File: config.mk
export PLATFORM = sky130hd
export DESIGN_NAME = cpri_pkg_arbiter
export DESIGN_NICKNAME = d
export VERILOG_FILES = /design/src/rtl/cpri_pkg_arbiter.sv
export SDC_FILE = /design/constraint.sdc
export NUM_CORES = 1
export LEC_CHECK = 0
export ABC_AREA = 1
export ABC_CLOCK_PERIOD_IN_PS = 4300
export BUFFER_PORTS_ARGS = -buffer_cell sky130_fd_sc_hd__clkbuf_2
export CORE_AREA = 2 2 153 155
export CTS_BUF_LIST = sky130_fd_sc_hd__clkbuf_8
export CTS_CLUSTER_DIAMETER = 50
export DETAILED_ROUTE_END_ITERATION = 12
export DIE_AREA = 0 0 155 157
export GPL_TIMING_DRIVEN = 0
export PLACE_DENSITY = 0.62
export SKIP_CTS_REPAIR_TIMING = 1
export SYNTH_ARGS = -nofsm -noshare
export SYNTH_HDL_FRONTEND = slang
export SYNTH_SLANG_ARGS = --single-unit
File: constraint.sdc
create_clock -name clk -period 4.3 [get_ports clk]
set_clock_uncertainty 0.05 [all_clocks]
set_input_delay 0.86 -clock clk [delete_from_list [all_inputs] [get_ports clk]]
set_output_delay 0.86 -clock clk [all_outputs]
set_load 0.05 [all_outputs]
File: src/rtl/cpri_pkg_arbiter.sv
// Round-robin whole-packet arbiter sharing one CPRI TX buffer write port; grant 1 cycle after request, write forwarded 1 cycle after i_wen.
// Losers hold i_req until granted; writes from non-granted requesters are dropped and flagged; stalled packets abort after TIMEOUT idle cycles.
module cpri_pkg_arbiter #(
    parameter int NUM_REQ = 4,
    parameter int DW      = 64,
    parameter int AW      = 7,
    parameter int TIMEOUT = 256
) (
    input  logic                  clk,
    input  logic                  rst,
    input  logic                  i_enable,
    input  logic [NUM_REQ-1:0]    i_req,
    output logic [NUM_REQ-1:0]    o_gnt,
    input  logic [NUM_REQ-1:0]    i_wen,
    input  logic [NUM_REQ*AW-1:0] i_waddr,
    input  logic [NUM_REQ*DW-1:0] i_wdata,
    input  logic [NUM_REQ-1:0]    i_wlast,
    output logic                  o_cpri_wen,
    output logic [AW-1:0]         o_cpri_waddr,
    output logic [DW-1:0]         o_cpri_wdata,
    output logic                  o_cpri_wlast,
    output logic                  o_abort,
    output logic                  o_err_unsol,
    output logic [15:0]           o_pkt_cnt,
    output logic                  o_busy
);

    localparam int IW = (NUM_REQ > 2) ? $clog2(NUM_REQ) : 1;
    localparam int CW = $clog2(TIMEOUT + 1);

    typedef enum logic [1:0] {
        IDLE  = 2'd0,
        GRANT = 2'd1,
        REL   = 2'd2
    } state_t;

    state_t        state;
    state_t        state_nxt;
    logic [IW-1:0] ptr;
    logic [IW-1:0] gnt_idx;
    logic [IW-1:0] next_ptr;
    logic [IW-1:0] win_idx;
    logic [IW-1:0] hi_idx;
    logic [IW-1:0] lo_idx;
    logic          hi_vld;
    logic          lo_vld;
    logic          win_vld;
    logic [CW-1:0] idle_cnt;

    logic          sel_wen;
    logic          sel_wlast;
    logic [AW-1:0] sel_waddr;
    logic [DW-1:0] sel_wdata;
    logic          timeout_hit;
    logic          fwd;
    logic          pkt_done;

    // Lowest requester at or above ptr wins; otherwise wrap to the lowest overall.
    always_comb begin
        hi_vld = 1'b0;
        hi_idx = '0;
        lo_vld = 1'b0;
        lo_idx = '0;
        for (int r = NUM_REQ - 1; r >= 0; r--) begin
            if (i_req[r]) begin
                lo_vld = 1'b1;
                lo_idx = IW'(r);
                if (IW'(r) >= ptr) begin
                    hi_vld = 1'b1;
                    hi_idx = IW'(r);
                end
            end
        end
        win_vld = lo_vld;
        win_idx = hi_vld ? hi_idx : lo_idx;
    end

    always_comb begin
        sel_wen   = 1'b0;
        sel_wlast = 1'b0;
        sel_waddr = '0;
        sel_wdata = '0;
        for (int r = 0; r < NUM_REQ; r++) begin
            if (gnt_idx == IW'(r)) begin
                sel_wen   = i_wen[r];
                sel_wlast = i_wlast[r];
                sel_waddr = i_waddr[r*AW +: AW];
                sel_wdata = i_wdata[r*DW +: DW];
            end
        end
    end

    assign next_ptr = (gnt_idx == IW'(NUM_REQ - 1)) ? '0 : gnt_idx + 1'b1;

    // An abort suppresses any beat that happens to arrive in the same cycle.
    assign timeout_hit = (state == GRANT) && (idle_cnt == CW'(TIMEOUT));
    assign fwd         = (state == GRANT) && !timeout_hit && sel_wen;
    assign pkt_done    = fwd && sel_wlast;
    assign o_busy      = (state != IDLE);

    always_comb begin
        state_nxt = state;
        case (state)
            IDLE:    if (i_enable && win_vld) state_nxt = GRANT;
            GRANT:   if (timeout_hit || pkt_done) state_nxt = REL;
            REL:     state_nxt = IDLE;
            default: state_nxt = IDLE;
        endcase
    end

    always_ff @(posedge clk) begin
        if (rst) begin
            state        <= IDLE;
            ptr          <= '0;
            gnt_idx      <= '0;
            o_gnt        <= '0;
            idle_cnt     <= '0;
            o_cpri_wen   <= 1'b0;
            o_cpri_waddr <= '0;
            o_cpri_wdata <= '0;
            o_cpri_wlast <= 1'b0;
            o_abort      <= 1'b0;
            o_err_unsol  <= 1'b0;
            o_pkt_cnt    <= '0;
        end else begin
            state        <= state_nxt;
            o_abort      <= timeout_hit;
            o_cpri_wen   <= fwd;
            o_cpri_wlast <= pkt_done;
            if (fwd) begin
                o_cpri_waddr <= sel_waddr;
                o_cpri_wdata <= sel_wdata;
            end
            // o_gnt is zero outside GRANT, so any strobe it does not cover is stray.
            if (|(i_wen & ~o_gnt)) begin
                o_err_unsol <= 1'b1;
            end
            if (pkt_done) begin
                o_pkt_cnt <= o_pkt_cnt + 16'd1;
            end
            if (state == IDLE && state_nxt == GRANT) begin
                gnt_idx  <= win_idx;
                o_gnt    <= NUM_REQ'(1) << win_idx;
                idle_cnt <= '0;
            end else if (state == GRANT) begin
                if (state_nxt == REL) begin
                    o_gnt <= '0;
                    ptr   <= next_ptr;
                end
                idle_cnt <= sel_wen ? '0 : idle_cnt + 1'b1;
            end
        end
    end

endmodule

## Word-level counts from Yosys, hierarchy flattened

Index checks and enable logic that the tools add are counted.

- Shift operators: 1
- Muxes and demuxes: 49
- Order comparisons: 4
- Add/subtract/negate cells: 3
- Reduce and logical (&&, ||, !) cells: 17
- Bitwise operators: 3
- Equal/unequal tests: 7

Operators by type and width:

| cell | number |
|---|---|
| 2-to-1 mux 64 bit | 4 |
| 2-to-1 mux 2 bit | 16 |
| 2-to-1 mux 7 bit | 4 |
| 2-to-1 mux 1 bit | 20 |
| adder 16 x 1 -> 16 bit (second input constant) | 1 |
| 2-to-1 mux 4 bit | 3 |
| adder 9 x 1 -> 9 bit (second input constant) | 1 |
| == test 9 bit (second input constant) | 1 |
| 2-to-1 mux 9 bit | 1 |
| == test 2 x 1 -> 1 bit (second input constant) | 3 |
| == test 2 bit (second input constant) | 3 |
| logical AND 1 bit | 6 |
| nonzero test 2 bit | 3 |
| bitwise AND 4 bit | 1 |
| greater-or-equal comparator 1 x 2 -> 1 bit (first input constant) | 2 |
| greater-or-equal comparator 2 bit (first input constant) | 2 |
| zero test 2 bit | 2 |
| NOT 4 bit | 1 |
| case mux 2 bit (2 select lines) | 1 |
| OR reduction 4 bit | 1 |
| << shifter 1 x 2 -> 4 bit (first input constant) | 1 |
| AND reduction 3 bit | 1 |
| adder 2 x 1 -> 2 bit (second input constant) | 1 |
| AND reduction 2 bit | 1 |
| other kinds (4) | 4 |

- Output and inout port bits: 96
- Word-level logic and storage cells: 96
- Register bits after elaboration: 110

## Logic depth before layout (Yosys ltp)

- Depth after elaboration: 14
- Mapped depth: 13
- Mapped depth without buffers: 13

## Least setup slack after synthesis

No wires, ideal clock.

- Kind: register -> register
- From: reg o_pkt_cnt[0]
- To: reg o_pkt_cnt[12]
- Required time: 4118 ps
- Stages on the path, launching flop included: 9
- Path buffers: 0
- Setup time: 132 ps
- Data arrival time: 1728 ps
- Clock period less this slack: 1910 ps
- Slack: 2390 ps
- Cells stage by stage: dfxtp_1 > ha_1 > inv_1 > nor3_1 > nand3_1 > nand2_1 > inv_1 > o21ai_0 > a21oi_1

- Longest elaborated chain between the ends: 1

RTL lines:

| element | RTL line | text |
|---|---|---|
| from (decl) | 24 | `output logic [15:0] o_pkt_cnt,` |
| from (signal assigned) | 139 | `o_pkt_cnt <= o_pkt_cnt + 16'd1;` |
| adder 16 x 1 -> 16 bit | 139 |  |

No other way between the ends.
A chain may end at the register's enable or synchronous reset.

## Final worst setup path

- From: reg gnt_idx[1]
- To: reg o_pkt_cnt[0]

- Longest elaborated chain between the ends: 7
- Elaborated cells on any way between the ends: 14
- Classes of those cells: eq/ne: 3; mux: 8; reduce/logical: 3

RTL lines:

| element | RTL line | text |
|---|---|---|
| from (decl) | 40 | `logic [IW-1:0] gnt_idx;` |
| from (signal assigned) | 142 | `gnt_idx <= win_idx;` |
| zero test 2 bit | 84 | `if (gnt_idx == IW'(r)) begin` |
| 2-to-1 mux 1 bit (4 in series) | 84 |  |
| logical AND 1 bit | 97 | `assign fwd = (state == GRANT) && !timeout_hit && sel_wen;` |
| logical AND 1 bit (*) | 98 | `assign pkt_done = fwd && sel_wlast;` |

Every way passes the cells marked *; elsewhere a longest branch is shown, timed or not.

==> impl_metrics.yaml <==
outcome:
  status: "finished, final reports clean"
clock_network:
  clk_pin_slew_ps: 120
  cts-root-buf: "clkbuf_8"
  cts.sinks: 110
  worstSkewPairLatency_ps: 390
  cts_tree: "built"
  clk_path_buf_depth: 2
  numCtsBuffers: 9
  h-tree-depth: 3
setup_path:
  cp_data_arrival_time_ps: 2680
  slowest_delay_ps: 460
  startpoint_type: "flip-flop"
  required_ps: 4540
  crit_chain: "inv_1 > ha_1 > buf_2 > nor2_4 > nand2_1 > nand2_1 > nand3_1 > nand2_1 > nand2_4 > buf_2 > o21ai_0 > a21oi_1"
  rr_worst_depth: 12
  cp-end-kind: "flip-flop"
  crit_fanout: 10
  crit_top_cell: "nand2_1"
  slowest_stage: "nor2_4"
  crit_type: "flip-flop to flip-flop"
floorplan:
  fp-row-count: 55
  pin_count: 395
  core_area_um2: 22500
  die_h_um: 157
  initial_core_util_pct: 28.0
  die-area_um2: 24300
  die_w_um: 155
timing:
  setup_viol: 0
  hold_viol_final: 0
  fin_setup_tns_ps: 0
  period_needed_ps: 2440
  max_slew_margin_pct: 50.6
  maxSlewViolCount: 0
  post-route-period-util_pct: 56.7
  worst_pin_slew_ps: 741
  fin_ws_ps: 1860
  rsz0062_at_grt: "false"
  max_freq_mhz: 410
  whs_ps: 408
detailed_routing:
  dr.first_iter.drc_count: 453
  drt_pass1_iterations: 7
  drc: 0
  vias_per_cell: 4.93
  drt.antenna.violating_nets: 0
  detail_route.wirelength_um: 29000
  num_vias: 8071
  wire_per_inst_um: 17.7
min_path:
  holdPathStages: 1
  min-delay-path-class: "flip-flop to flip-flop"
place:
  port_buffers: 394
  hpwl_um: 23300
  place_area_um2: 8630
  place.gp.congestion: 0.894
  preCtsSetupSlack_ps: 1860
synth:
  ys_types: 35
  ys_seq_elements: 110
  syn_nets: 1246
  avgSynthCellArea_um2: 6.70
  seq_area_frac_synth_pct: 34.9
  syn_area_um2: 6300
  postSynthCellCount: 940
  ys_warn_count: 0
global_routing:
  grt_pass1_wl_um: 43400
  grt_pass1_vias: 7853
  grt_util_all_layers_pct: 23.1
  grt_overflow: 0
  antenna_found_initial: 4
  grt_max_degree: 21
power_and_ir_drop:
  power.total_mw: 2.77
  ir_worst_vdd_v: 0.000113
  p_leak_nw: 4.26
  p_per_area_nw_per_um2: 314
cells_and_area:
  area_growth_syn_to_layout_pct: 40.0
  fin_nets: 1651
  final_cell_mix: "395 x clkbuf_2, 290 x nand2_1, 110 x dfxtp_1"
  final_area_um2: 8820
  mostFrequentLayoutCell: "clkbuf_2"
  drive_gt1_share_pct: 33.4
  n_fill_cell: 2488
job:
  maxCapViolations: 0
report_power, final:
group,internal (mW),switching [mW],total [mW]
Sequential,1.09,0.0397,1.13
Clock,0.225,0.415,0.639
Combinational,0.319,0.677,0.996
final timing paths:
check,start,end,slack [ps]
hold / removal,state[1],o_abort,410
setup / recovery,gnt_idx[1],o_pkt_cnt[0],1860
hold reg to reg,state[1],o_abort,410
setup reg to reg,gnt_idx[1],o_pkt_cnt[0],1860
area by class of cell:
class,instances,area [um^2],area share (%)
Antenna cell,3,7.51,0.0851
Tap cell,285,357,4.04
Clock buffer,9,124,1.40
Timing Repair Buffer,394,1970,22.3
Clock inverter,7,62.6,0.709
Sequential cell,110,2200,25.0
Inverter,41,154,1.74
Buffer,73,329,3.73
Multi-Input combinational cell,716,3620,41.0
kinds of logic (layout without fill, tap and decap cells):
group | after synthesis | after routing | synth area share, %
other | 0 | 3 | 0
DFF | 110 | 110 | 34.9
buffers and inverters | 114 | 524 | 7.66
adders and majority gates | 7 | 7 | 1.39
AOI/OAI and AO/OA | 323 | 323 | 30.0
and+or+nand+nor | 372 | 372 | 24.1
xor gates and xnor gates | 14 | 14 | 1.95
Yosys cell counts (all sizes together):
master / number / area share (%)
xnor2: 2 / 0.28
nor4: 1 / 0.099
buf: 30 / 2.6
clkinv: 1 / 0.060
inv: 40 / 2.4
nor3: 8 / 0.64
dfxtp: 110 / 35
and2: 2 / 0.24
o21ai: 85 / 6.8
ha: 7 / 1.4
nand2: 294 / 18
o31a: 1 / 0.14
nand4: 8 / 0.79
a31oi: 71 / 7.0
xor2: 12 / 1.7
clkbuf: 43 / 2.6
o22ai: 1 / 0.099
a21oi: 94 / 7.5
nor2: 37 / 2.6
nor3b: 3 / 0.36
nand3: 16 / 1.3
o211ai: 71 / 8.5
or2: 3 / 0.30
registers in the layout, summed over array words and instances, names as in the netlist:
signal and flops:
o_cpri_wdata 64, o_pkt_cnt 16, idle_cnt 9, o_cpri_waddr 7, o_gnt 4, gnt_idx 2, ptr 2, state 2
o_abort 1, o_cpri_wen 1, o_cpri_wlast 1, o_err_unsol 1
metal layers:
layer	GRT usage (%)	wire length [um]
met1	29.6	12700
met2	39.0	13800
met3	3.80	1540
met4	9.08	881
met5	0	13
critical path, delay by kind of cell (launching register included):
| family | cells | cell delay, ps |
|---|---|---|
| flip-flops | 1 | 380 |
| AND/OR/NAND/NOR | 6 | 910 |
| adder cells (fa/ha/maj) | 1 | 210 |
| buffers and inverters | 3 | 560 |
| AO/OA/AOI/OAI | 2 | 240 |
through the flow:
step | std cells | utilization (%)
final | 1638 | 39.2
after global routing | 1638 | 39.2
after CTS | 1635 | 39.2
after detailed placement | 1619 | 38.4
after global placement | 1619 | 38.4
after floorplan | 940 | -
(Power assumes the default switching activity.)
